--- config.mk ---
export PLATFORM = sky130hd
export DESIGN_NAME = truth_table_sampler_flat
export DESIGN_NICKNAME = d
export VERILOG_FILES = /design/src/rtl/sampler_pkg.sv /design/src/rtl/truth_table_sampler_if.sv /design/src/rtl/lsb_priority_enc.sv /design/src/rtl/truth_table_sampler.sv /design/src/flat_wrapper.sv
export SDC_FILE = /design/constraint.sdc
export NUM_CORES = 1
export LEC_CHECK = 0
export BUFFER_PORTS_ARGS = -buffer_cell sky130_fd_sc_hd__clkbuf_2
export CAP_MARGIN = 15
export CORE_MARGIN = 2
export CORE_UTILIZATION = 51
export DETAILED_ROUTE_END_ITERATION = 10
export PLACE_DENSITY = 0.77
export SLEW_MARGIN = 20
export SYNTH_ARGS = -nofsm -noshare
export SYNTH_HDL_FRONTEND = slang
export SYNTH_HIERARCHICAL = 1
export SYNTH_SLANG_ARGS = --single-unit
--- constraint.sdc ---
create_clock -name clk -period 2.4 [get_ports clk]
set_clock_uncertainty 0.05 [all_clocks]
set_input_delay 0.24 -clock clk [delete_from_list [all_inputs] [get_ports clk]]
set_output_delay 0.24 -clock clk [all_outputs]
set_load 0.01 [all_outputs]
--- src/rtl/sampler_pkg.sv ---
// rtl/sampler_pkg.sv - shared types and constants for the truth table sampler
package sampler_pkg;

    localparam int DEFAULT_N_IN      = 3;
    localparam int MAX_SETTLE_CYCLES = 15;
    localparam int SETTLE_CNT_W      = 4;

    typedef enum logic [1:0] {
        SMP_IDLE   = 2'd0,
        SMP_SETTLE = 2'd1,
        SMP_SAMPLE = 2'd2,
        SMP_DONE   = 2'd3
    } sampler_state_e;

endpackage

--- src/rtl/truth_table_sampler_if.sv ---
// rtl/truth_table_sampler_if.sv - harness-side bundle of sweep control, stimulus and results
interface truth_table_sampler_if
    import sampler_pkg::*;
    #(parameter int N_IN = DEFAULT_N_IN);

    logic                   start;
    logic [(1<<N_IN)-1:0]   expected;
    logic                   resp_in;
    logic [N_IN-1:0]        stim_out;
    logic                   busy;
    logic                   done;
    logic [(1<<N_IN)-1:0]   table_out;
    logic                   match;
    logic [N_IN-1:0]        mismatch_idx;
    logic                   unstable;

    modport master (
        output start, expected, resp_in,
        input  stim_out, busy, done, table_out, match, mismatch_idx, unstable
    );

    modport slave (
        input  start, expected, resp_in,
        output stim_out, busy, done, table_out, match, mismatch_idx, unstable
    );

endinterface

--- src/rtl/lsb_priority_enc.sv ---
// rtl/lsb_priority_enc.sv - index of the lowest set bit, 0 when no bit is set
module lsb_priority_enc #(
    parameter int N = 3
) (
    input  logic [(1<<N)-1:0] bits,
    output logic [N-1:0]      idx
);

    // Scan from the top down so the lowest set bit wins the last assignment
    always_comb begin
        idx = '0;
        for (int k = (1 << N) - 1; k >= 0; k--) begin
            if (bits[k]) idx = N'(k);
        end
    end

endmodule

--- src/rtl/truth_table_sampler.sv ---
// rtl/truth_table_sampler.sv - sweep inputs, capture truth table, compare (option: SAMPLER_DOUBLE_SAMPLE_EN)
module truth_table_sampler
    import sampler_pkg::*;
#(
    parameter int N_IN          = DEFAULT_N_IN,
    parameter int SETTLE_CYCLES = 2
) (
    input logic                  clk,
    input logic                  reset_n,
    truth_table_sampler_if.slave bus
);

    localparam int W = 1 << N_IN;

    localparam logic [1:0] ST_IDLE   = SMP_IDLE;
    localparam logic [1:0] ST_SETTLE = SMP_SETTLE;
    localparam logic [1:0] ST_SAMPLE = SMP_SAMPLE;
    localparam logic [1:0] ST_DONE   = SMP_DONE;

    localparam logic [SETTLE_CNT_W-1:0] CNT_RELOAD = SETTLE_CNT_W'(SETTLE_CYCLES);
    localparam logic [N_IN:0]           IDX_LAST   = (N_IN + 1)'(W - 1);

    logic [1:0]              state;
    logic [N_IN:0]           idx;
    logic [SETTLE_CNT_W-1:0] cnt;
    logic [W-1:0]            expected_q;
    logic [W-1:0]            table_q;
    logic [W-1:0]            table_nxt;
    logic                    match_q;
    logic [N_IN-1:0]         mm_idx_q;
    logic [N_IN-1:0]         mm_idx_nxt;
    logic                    combo_end;
    logic                    last_combo;

`ifdef SAMPLER_DOUBLE_SAMPLE_EN
    logic phase_q;
    logic first_q;
    logic unstable_q;

    // The second sample closes the combination; only the first is written to the table
    assign combo_end = (state == ST_SAMPLE) && phase_q;

    // Table bit takes the first sample of each combination
    always_comb begin
        table_nxt = table_q;
        if (state == ST_SAMPLE && !phase_q) table_nxt[idx[N_IN-1:0]] = bus.resp_in;
    end

    assign bus.unstable = unstable_q;
`else
    assign combo_end = (state == ST_SAMPLE);

    // Table as it will look after this edge's sample
    always_comb begin
        table_nxt = table_q;
        if (state == ST_SAMPLE) table_nxt[idx[N_IN-1:0]] = bus.resp_in;
    end

    assign bus.unstable = 1'b0;
`endif

    assign last_combo = combo_end && (idx == IDX_LAST);

    // Verdict is computed from the completed table so it is valid in the done cycle
    lsb_priority_enc #(.N(N_IN)) u_enc (
        .bits (table_nxt ^ expected_q),
        .idx  (mm_idx_nxt)
    );

    // Sweep FSM, index/settle counters and result registers
    always_ff @(posedge clk or negedge reset_n) begin
        if (!reset_n) begin
            state      <= ST_IDLE;
            idx        <= '0;
            cnt        <= '0;
            expected_q <= '0;
            table_q    <= '0;
            match_q    <= 1'b0;
            mm_idx_q   <= '0;
`ifdef SAMPLER_DOUBLE_SAMPLE_EN
            phase_q    <= 1'b0;
            first_q    <= 1'b0;
            unstable_q <= 1'b0;
`endif
        end else begin
            case (state)
                ST_IDLE: begin
                    if (bus.start) begin
                        expected_q <= bus.expected;
                        table_q    <= '0;
                        match_q    <= 1'b0;
                        mm_idx_q   <= '0;
                        idx        <= '0;
                        cnt        <= CNT_RELOAD;
`ifdef SAMPLER_DOUBLE_SAMPLE_EN
                        phase_q    <= 1'b0;
                        unstable_q <= 1'b0;
`endif
                        state      <= (SETTLE_CYCLES == 0) ? ST_SAMPLE : ST_SETTLE;
                    end
                end
                ST_SETTLE: begin
                    cnt <= cnt - 1'b1;
                    if (cnt <= 1) state <= ST_SAMPLE;
                end
                ST_SAMPLE: begin
                    table_q <= table_nxt;
`ifdef SAMPLER_DOUBLE_SAMPLE_EN
                    if (!phase_q) begin
                        first_q <= bus.resp_in;
                        phase_q <= 1'b1;
                    end else begin
                        phase_q <= 1'b0;
                        if (bus.resp_in != first_q) unstable_q <= 1'b1;
                    end
`endif
                    if (combo_end) begin
                        if (last_combo) begin
                            state    <= ST_DONE;
                            idx      <= '0;
                            match_q  <= (table_nxt == expected_q);
                            mm_idx_q <= mm_idx_nxt;
                        end else begin
                            idx <= idx + 1'b1;
                            cnt <= CNT_RELOAD;
                            if (SETTLE_CYCLES != 0) state <= ST_SETTLE;
                        end
                    end
                end
                ST_DONE: state <= ST_IDLE;
                default: state <= ST_IDLE;
            endcase
        end
    end

    assign bus.stim_out     = idx[N_IN-1:0];
    assign bus.busy         = (state == ST_SETTLE) || (state == ST_SAMPLE);
    assign bus.done         = (state == ST_DONE);
    assign bus.table_out    = table_q;
    assign bus.match        = match_q;
    assign bus.mismatch_idx = mm_idx_q;

endmodule

--- src/flat_wrapper.sv ---
// flat-port wrapper written by rule: the top's interface ports become plain ports
module truth_table_sampler_flat import sampler_pkg::*;
#(
    parameter int N_IN          = DEFAULT_N_IN,
    parameter int SETTLE_CYCLES = 2
)
  (clk, reset_n, bus_start, bus_expected, bus_resp_in, bus_stim_out, bus_busy, bus_done, bus_table_out, bus_match, bus_mismatch_idx, bus_unstable);
  truth_table_sampler_if #(.N_IN(N_IN)) bus_i ();
  input logic clk;
  input logic reset_n;
  input wire logic [$bits(bus_i.start)-1:0] bus_start;
  input wire logic [$bits(bus_i.expected)-1:0] bus_expected;
  input wire logic [$bits(bus_i.resp_in)-1:0] bus_resp_in;
  output wire logic [$bits(bus_i.stim_out)-1:0] bus_stim_out;
  output wire logic [$bits(bus_i.busy)-1:0] bus_busy;
  output wire logic [$bits(bus_i.done)-1:0] bus_done;
  output wire logic [$bits(bus_i.table_out)-1:0] bus_table_out;
  output wire logic [$bits(bus_i.match)-1:0] bus_match;
  output wire logic [$bits(bus_i.mismatch_idx)-1:0] bus_mismatch_idx;
  output wire logic [$bits(bus_i.unstable)-1:0] bus_unstable;
  assign bus_i.start = bus_start;
  assign bus_i.expected = bus_expected;
  assign bus_i.resp_in = bus_resp_in;
  assign bus_stim_out = bus_i.stim_out;
  assign bus_busy = bus_i.busy;
  assign bus_done = bus_i.done;
  assign bus_table_out = bus_i.table_out;
  assign bus_match = bus_i.match;
  assign bus_mismatch_idx = bus_i.mismatch_idx;
  assign bus_unstable = bus_i.unstable;
  truth_table_sampler #(.N_IN(N_IN), .SETTLE_CYCLES(SETTLE_CYCLES)) u_core (.clk(clk), .reset_n(reset_n), .bus(bus_i));
endmodule
## Word-level counts from Yosys, hierarchy flattened

Cells that the tools add are included.

| word-level totals | value |
|---|---|
| bits of input ports | 12 |
| logic and storage cells | 63 |
| register bits | 30 |
| output and inout bits | 18 |

| cells by class | value |
|---|---|
| multiplexer cells | 30 |
| equal/unequal tests | 9 |
| add/subtract/negate cells | 2 |
| magnitude comparators | 3 |
| bitwise operators | 1 |
| reductions and logical operators | 11 |

Operator list:

| kind | number |
|---|---|
| 3-bit two-way mux | 10 |
| 4-bit two-way mux | 4 |
| 8-bit two-way mux | 2 |
| 8-bit case mux with 2 select lines | 1 |
| 4-bit case mux with 3 select lines | 1 |
| 8-bit bitwise mux | 1 |
| 8-bit equality test | 1 |
| 2-bit case mux with 4 select lines | 1 |
| 4-bit case mux with 2 select lines | 1 |
| 8-bit XOR | 1 |
| 2-bit two-way mux | 3 |
| 2-bit inequality test, second input constant | 3 |
| 3-bit case mux with 2 select lines | 1 |
| 2-bit AND reduction | 3 |
| 3-bit AND reduction | 2 |
| 4-bit by 1-bit adder with 4-bit output, second input constant | 1 |
| 2-bit equality test, second input constant | 2 |
| 4-bit by 3-bit equality test with 1-bit output, second input constant | 1 |
| 4-bit by 1-bit less-or-equal comparator with 1-bit output, second input constant | 1 |
| 3-bit by 4-bit < comparator with 1-bit output, second input constant | 1 |
| 4-bit by 1-bit subtractor with 4-bit output, second input constant | 1 |
| 1-bit demux with 3-bit select | 1 |
| 3-bit by 1-bit greater-or-equal comparator with 1-bit output, second input constant | 1 |
| 1-bit two-way mux | 3 |
| other kinds (8) | 9 |

## Longest topological paths before layout

Gate-level depths: netlist of run 1.

| depth | value |
|---|---|
| depth after elaboration | 17 |
| gate-level depth with buffers | 12 |
| mapped depth without buffers | 11 |

## Hierarchy

The synthesis of run 1 kept the hierarchy.

Modules (own cells, without submodules):

| module | instances | seq. area each (µm²) | cells an instance | area each (µm²) |
|---|---|---|---|---|
| truth_table_sampler | 1 | 750.7 | 189 | 1,881.8 |
| lsb_priority_enc | 1 | 0.0 | 12 | 83.8 |

## Worst setup path after synthesis of run 1

OpenSTA, ideal clock, no wires.

| timing path | value |
|---|---|
| kind | reg-to-reg |
| start | register u_core.state[0] |
| end | register u_core.mm_idx_q[0] (netlist: u_core/bus.mismatch_idx[0]) |
| library setup time | 0.121 ns |
| cell stages (with the launch flop) | 12 |
| arrival | 2.248 ns |
| setup slack | -0.019 ns |
| period minus slack after synthesis | 2.419 ns |
| path buffers | 1 |
| required time | 2.229 ns |
| cells stage by stage | dfrtp_1 -> inv_1 -> ha_1 -> buf_4 -> nor4b_2 -> nor2_1 -> a21oi_1 -> nor3b_1 -> a21oi_1 -> o41ai_2 -> a22o_1 -> a22o_1 |

| between the ends | value |
|---|---|
| word-level cells in the longest chain between the ends | 13 |
| elaborated cells between the ends (all ways) | 19 |
| classes of those cells | eq/ne: 3; mux: 11; bitwise: 1; reduce/logical: 4 |

RTL lines:

| element | line | text |
|---|---|---|
| from (decl) | truth_table_sampler.sv:23 | `logic [1:0] state;` |
| from (signal assigned) | truth_table_sampler.sv:99 | `state <= (SETTLE_CYCLES == 0) ? ST_SAMPLE : ST_SETTLE;` |
| 2-bit equality test (*) | truth_table_sampler.sv:56 | `if (state == ST_SAMPLE) table_nxt[idx[N_IN-1:0]] = bus.resp_in;` |
| 8-bit two-way mux (*) | truth_table_sampler.sv:56 |  |
| 8-bit XOR (*) | truth_table_sampler.sv:66 | `.bits (table_nxt ^ expected_q),` |
| 3-bit two-way mux (7 in series) | lsb_priority_enc.sv:13 | `if (bits[k]) idx = N'(k);` |
| 3-bit two-way mux (*) | lsb_priority_enc.sv:13 |  |
| net u_core.mm_idx_nxt[0] | truth_table_sampler.sv:31 | `logic [N_IN-1:0] mm_idx_nxt;` |
| 3-bit two-way mux (*) | truth_table_sampler.sv:118 | `if (last_combo) begin` |
| 3-bit case mux with 2 select lines (*) | truth_table_sampler.sv:86 | `case (state)` |
| to (signal assigned) | truth_table_sampler.sv:122 | `mm_idx_q <= mm_idx_nxt;` |
| to (decl) | truth_table_sampler.sv:30 | `logic [N_IN-1:0] mm_idx_q;` |

The timed path passes the listed nets; every way through them passes the cells marked *. The select of a mux whose other input is x is not followed.
A chain may end at the register's enable or synchronous reset.

## Final worst setup path of run 1

| timing path | value |
|---|---|
| start | register u_core.state[0] |
| end | register u_core.mm_idx_q[2] (netlist: u_core/bus.mismatch_idx[2]) |

The elaborated chain is that of the path after synthesis.

==> results of run 1 <==
-- synth_stat cells, types with 2 or more instances --
master	n
a211oi_2	2
a21oi_1	11
a221o_1	4
a222oi_1	4
a22o_1	7
and2_1	2
and4bb_2	2
buf_2	2
buf_4	6
clkbuf_1	2
dfrtp_1	30
ha_1	7
inv_1	10
mux2_2	13
mux2i_1	3
nand2_1	19
nand2b_1	2
nand3_1	2
nand4b_1	3
nor2_1	14
nor2b_1	4
nor3_1	4
nor4_1	2
o21ai_0	9
o21ai_1	2
xnor2_1	7
xor2_1	4
-- cells by family (layout without fill, tap and decap cells) --
group	count (synthesis)	count (layout)	share of synthesized area, %
XOR/XNOR	11	11	4.901
AO/OA/AOI/OAI	49	49	18.78
adder cells (fa/ha/maj)	7	7	4.456
buffers and inverters	22	79	5.856
other	1	1	0.1908
flip-flops	30	30	38.19
AND/OR/NAND/NOR	64	64	17.89
multiplexers	17	17	9.739
-- critical path: stages (launching register included) --
cell      delay, ps
dfrtp_1         390
inv_2            90
ha_4            170
buf_6           110
buf_4           120
nand4b_1        240
nor2_1          240
a21oi_2         120
nor4_4          350
nor4b_4          80
nand3_1          70
nand2_1          60
a22oi_2         130
o21ai_1          90
-- flip-flops by register name, indices dropped and copies added (netlist names) --
register	cells
u_core/bus.match	1
u_core/bus.mismatch_idx	3
u_core/bus.table_out	8
u_core/cnt	4
u_core/expected_q	8
u_core/idx	4
u_core/state	2
-- metrics by stage --
| step | TNS (ps) | cell area (sq um) | power [mW] |
|---|---|---|---|
| 2_1_floorplan | 0 | 1969 | 1.954 |
| 4_1_cts | 0 | 2471 | 3.143 |
| 6_report | -61.75 | 2610 | 3.562 |
| 5_1_grt | -364.3 | 2610 | 3.749 |
| 3_3_place_gp | -23.47 | 2235 | 2.421 |
| 3_5_place_dp | -227.6 | 2235 | 2.460 |
-- cell type report --
class                           count  area, sq um  area share (%)
Clock buffer                        8        110.1           4.219
Tap cell                           48        60.06           2.301
Timing Repair Buffer               61        401.6           15.39
Sequential cell                    30        750.7           28.76
Inverter                           10        37.54           1.438
Multi-Input combinational cell    149         1250           47.89
-- worst max path at each step --
| stage | cells after the start | start | endpoint | slack, ps |
|---|---|---|---|---|
| 6_report | 13 | u_core/state[0]$_DFFE_PN0P_ | u_core/bus.mismatch_idx[2]$_DFFE_PN0P_ | -40 |
| 5_1_grt | 13 | u_core/state[0]$_DFFE_PN0P_ | u_core/bus.mismatch_idx[2]$_DFFE_PN0P_ | -180 |
| 4_1_cts | 12 | u_core/state[0]$_DFFE_PN0P_ | u_core/bus.mismatch_idx[2]$_DFFE_PN0P_ | 0.6 |
| 3_5_place_dp | 12 | u_core/state[0]$_DFFE_PN0P_ | u_core/bus.mismatch_idx[2]$_DFFE_PN0P_ | -200 |
| 3_3_place_gp | 11 | u_core/state[0]$_DFFE_PN0P_ | u_core/bus.mismatch_idx[2]$_DFFE_PN0P_ | -20 |
| 2_1_floorplan | 11 | u_core/state[0]$_DFFE_PN0P_ | u_core/bus.mismatch_idx[0]$_DFFE_PN0P_ | 70 |
-- per-layer routing --
| layer | wire [um] | global-route usage, % | part of all wire, % | up-vias |
|---|---|---|---|---|
| li1 | - | - | - | 841 |
| met1 | 2311 | 29.85 | 45 | 859 |
| met2 | 2526 | 39.13 | 49 | 50 |
| met3 | 231 | 4.089 | 4.5 | 13 |
| met4 | 108 | 10.71 | 2.1 | 0 |
| met5 | 0 | 0 | 0 | - |
-- what timing repair did --
item                       4_1_cts  5_1_grt
pin swaps                        5       12
hold buffers                     1        0
gates cloned                     0        0
hold endpoints to repair        30        0
setup buffers                    7        7
resized for setup               13       17
setup endpoints to repair        3        3
-- power breakdown --
group	switching, mW	leakage [nW]	internal [mW]	total (mW)
sequential	0.171	0.388	0.673	0.844
combinational	1.15	0.809	1.08	2.23
clock	0.196	0.0575	0.289	0.485
total	1.52	1.25	2.04	3.56
==> out/results.ini, run 1 <==
[run_status]
status=finished, violations left
violations=setup timing

[setup_path]
reg2reg_to=u_core/bus.mismatch_idx[2]$_DFFE_PN0P_
startpoint_type=flop
cp.arrival_ps=2560
required_ps=2520
reg2reg_from=u_core/state[0]$_DFFE_PN0P_
critical_path.endpoint_type=flop
crit_type=flop to flop
cp_max_fo=5
reg2reg_depth=13
r2r_slack_ps=-40

[routing]
drt_iter0_markers=218
via_per_inst=5.761
wl_per_cell_um=16.92
ant_nets=0
vias=1763
drc=0
drt_wl_total_mm=5.178
drt-pass1-iter-count=4

[worst_hold_path]
min_path_type=primary input to flop
hold_depth=2
worstHoldStart=bus_expected[5]
hold_path_end=u_core/expected_q[5]$_DFFE_PN0P_

[finish]
fillCellCount=266
final_cells=306
syn2layout_area_growth_pct=32.78
n_antenna_cell=0
final_cell_mix=30 x dfrtp_1, 29 x buf_4, 28 x clkbuf_2
layout-drive-gt1-share_pct=41.86
final_common_cell=dfrtp_1
final_util_pct=70.76
nets=276

[logic_synthesis]
ys_ff_latch=30
synthesis.area_sq_mm=0.001966
synth_area_per_cell_sq_um=9.779
yosysWarningCount=6
synth_ff_type=dfrtp_1
syn_nets=220
synth-edff-count=0
synthDistinctLibCells=51
synthCells=201
synth_top_area_share_pct=38.19
synthTopCellsByArea=dfrtp_1 38%, mux2_2 7.4%, ha_1 4.5%, nand2_1 3.6%, a22o_1 3.1%
ys_async_sr_fraction_pct=100.0
yosysTopAreaCell=dfrtp_1
synth-seq-area-share_pct=38.19

[die]
start_util_pct=53.29
die_y_um=66.08
ios=30
rows=22
design.die.area_sq_mm=0.004367
dieWidth_um=66.08
core_area_sq_mm=0.003689

[global_route]
grt_overflow=0
grt_pass1_wl_mm=7.624
grt.total_usage_pct=23.58
grt_pass1_vias=1648
antenna_found_initial=0
grt_max_degree=31

[clock_tree]
clkLatencyLatePin_ps=290
cts_tree=yes
cts.sinks=30
cts_root_buffer=clkbuf_8
cts_buffers=5
cts_max_level=2
clk_transition_reported_paths_ps=60
max-clock-path-buffers=2

[timing]
holdWs_ps=124.1
final_hold_viol_count=0
layout_setup_ws_ps=-37.92
finalCriticalPeriod_ps=2438
rsz0062_at_grt=yes
slew_headroom_pct=50.57
finalSetupViolations=2
fmax_mhz=410.2
drv_slew=0
tightest_slew_ps=741.5
period_share_pct=101.6

[place]
gp_congestion=0.8513
port_buffers=28
dp_hpwl_mm=3.189
dp.cells=284
dpl_worst_slack_ps=-196.6

[run]
maxCapViolCount=0

[power]
powerDensity_mw_per_mm2=1365
peakVddDrop_mv=0.7661
power_leakage_nw=1.255

No activity file was read; power rests on OpenSTA's default activity.
==> run 2: changes to the inputs <==
- REMOVE_ABC_BUFFERS: default -> 1
==> out/results.ini, run 2 (synthesis results as in run 1) <==
[run_status]
status=finished, violations left
violations=hold timing

[clock_tree]
max-clock-path-buffers=2  ; unchanged
postCtsHoldBufs=0  ; -1
cts.sinks=30  ; unchanged
cts_root_buffer=clkbuf_8
cts_tree=yes
clkLatencyLatePin_ps=280  ; about the same
clk_transition_reported_paths_ps=60  ; about the same
cts_max_level=2  ; unchanged
cts_buffers=5  ; unchanged

[place]
gp_congestion=0.8796  ; +3.3%
port_buffers=28  ; unchanged
dp_hpwl_mm=3.210  ; +0.66%
dpl_worst_slack_ps=-104.4  ; +92.18 ps

[finish]
n_antenna_cell=0  ; unchanged
syn2layout_area_growth_pct=23.23
nets=265  ; -4.0%
final_common_cell=dfrtp_1
fillCellCount=315  ; +18%
final_cell_mix=30 x dfrtp_1, 29 x clkbuf_2, 20 x buf_4
layout-drive-gt1-share_pct=37.96  ; -3.9 points
final_util_pct=65.67  ; -5.1 points
regArea_sq_um=750.7  ; unchanged
multiInputGateArea_sq_mm=0.001185  ; -5.2%

[setup_path]
crit_slowest_cell=dfrtp_1
critical_path.endpoint_type=flop
slowest_delay_ps=390  ; about the same
cp_max_fo=7  ; +2
cp_top_family=compound AO/OA/AOI/OAI gates
crit_chain=inv_2, ha_4, buf_6, clkbuf_2, and4bb_2, nor2_1, a21oi_2, nor3b_1, a21oi_2, o41ai_2, a22o_1, a22o_1
worstPathBufferInverterCount=3  ; unchanged
required_ps=2520  ; about the same
startpoint_type=flop
cp.arrival_ps=2500  ; -60 ps
crit_type=flop to flop

[timing]
finalCriticalPeriod_ps=2380  ; -57.44 ps
drv_slew=0  ; unchanged
holdWs_ps=-41.34  ; -165.5 ps
finalSetupViolations=0  ; -2
final_hold_viol_count=30  ; +30
layout_setup_ws_ps=19.52  ; +57.44 ps
fmax_mhz=420.1  ; +2.4%
rsz0062_at_grt=yes
slew_headroom_pct=50.98  ; +0.42 points
tightest_slew_ps=735.3  ; -6.235 ps
fin_setup_tns_ps=0  ; +61.75 ps
period_share_pct=99.19  ; -2.4 points

[routing]
wl_per_cell_um=15.55  ; -8.1%
drt_wl_total_mm=4.555  ; -12%
vias=1681  ; -4.7%
drt_iter0_markers=118  ; -46%
ant_nets=0  ; unchanged
drc=0  ; unchanged
via_per_inst=5.737  ; -0.42%
drt-pass1-iter-count=4  ; unchanged

[power]
p_sw_share_pct=42.62  ; about the same
p_seq_share_pct=27.6  ; +3.9 points
pwr-share-comb_pct=59.7  ; -3.0 points
p_switching_mw=1.312  ; -14%
power_leakage_nw=1.161  ; -7.5%
powerDensity_mw_per_mm2=1271  ; -6.9%
power.internal_mw=1.766  ; -14%
power_mw=3.078  ; -14%
peakVddDrop_mv=0.7148  ; -6.7%
clkPwrFrac_pct=12.6  ; -1.0 points

[global_route]
grt_overflow=0  ; unchanged
grt_max_degree=31  ; unchanged
grt_pass1_wl_mm=7.334  ; -3.8%
grt.total_usage_pct=22.29  ; -1.3 points
antenna_found_initial=0  ; unchanged
grt_pass1_vias=1556  ; -5.6%

[die]
dieWidth_um=66.08  ; unchanged
ios=30  ; unchanged
die_y_um=66.08  ; unchanged
start_util_pct=53.29  ; unchanged
core_area_sq_mm=0.003689  ; unchanged
design.die.area_sq_mm=0.004367  ; unchanged
rows=22  ; unchanged

[run]
maxCapViolCount=0  ; unchanged

[worst_hold_path]
min_path_type=primary input to async pin

run 2: changes by cell type in the layout (fill, tap and decap cells not counted), sizes merged:
cell         previous run  this run
dlygate4sd3             1         0
clkbuf                 36        35
buf                    32        21
run 2: worst paths after layout:
kind                                                          end  cells past startpoint                        startpoint  slack (ps)
setup / recovery           u_core/bus.mismatch_idx[0]$_DFFE_PN0P_                     12       u_core/state[0]$_DFFE_PN0P_          20
hold / removal                          u_core/idx[3]$_DFFE_PN0P_                      1                           reset_n         -40
setup reg to reg           u_core/bus.mismatch_idx[0]$_DFFE_PN0P_                     12       u_core/state[0]$_DFFE_PN0P_          20
hold reg to reg                  u_core/expected_q[1]$_DFFE_PN0P_                      1  u_core/expected_q[1]$_DFFE_PN0P_         480
max in group asynchronous               u_core/cnt[1]$_DFFE_PN0P_                      1                           reset_n        1860
min in group clk                 u_core/expected_q[2]$_DFFE_PN0P_                      2                   bus_expected[2]         140
run 2: worst reg2reg max path, stage by stage (launching register included):
cell,delay [ps]
dfrtp_1,390
inv_2,80
ha_4,160
buf_6,120
clkbuf_2,190
and4bb_2,300
nor2_1,70
a21oi_2,210
nor3b_1,100
a21oi_2,130
o41ai_2,90
a22o_1,180
a22o_1,190
run 2: routing by layer:
| metal | vias up | track usage (%) | wire [um] |
|---|---|---|---|
| met4 | 0 | 10.20 | 109 |
| met3 | 9 | 4.259 | 264 |
| met2 | 54 | 34.75 | 2173 |
| li1 | 824 | - | - |
| met1 | 794 | 29.83 | 2008 |
| met5 | - | 0 | 0 |
run 2: power by group through the flow:
stage          sequential (mW)  clock, mW  combinational (mW)
2_1_floorplan            0.857          0                1.02
3_3_place_gp             0.833          0                1.58
3_5_place_dp             0.842          0                1.62
4_1_cts                  0.836      0.402                1.68
5_1_grt                  0.876      0.424                1.99
6_report                 0.851      0.389                1.84
run 2: cell type report:
type                            count  share of cell area, %
Timing Repair Buffer               50                  12.65
Clock buffer                        6                  3.409
Multi-Input combinational cell    149                  48.92
Inverter                           10                  1.550
Tap cell                           48                  2.479
Sequential cell                    30                  30.99
run 2: metrics by stage:
step                      cells  area, sq um
final                       293         2422
after global routing        293         2422
after CTS                   287         2317
after detailed placement    281         2208
after global placement      281         2208
after floorplan             189         1888
run 2: repair_timing:
action                     CTS  global route
pin swaps                    0             6
gates resized for setup      5            13
setup buffers                0             6
hold endpoints to repair     0             0
setup endpoints to repair    2             3
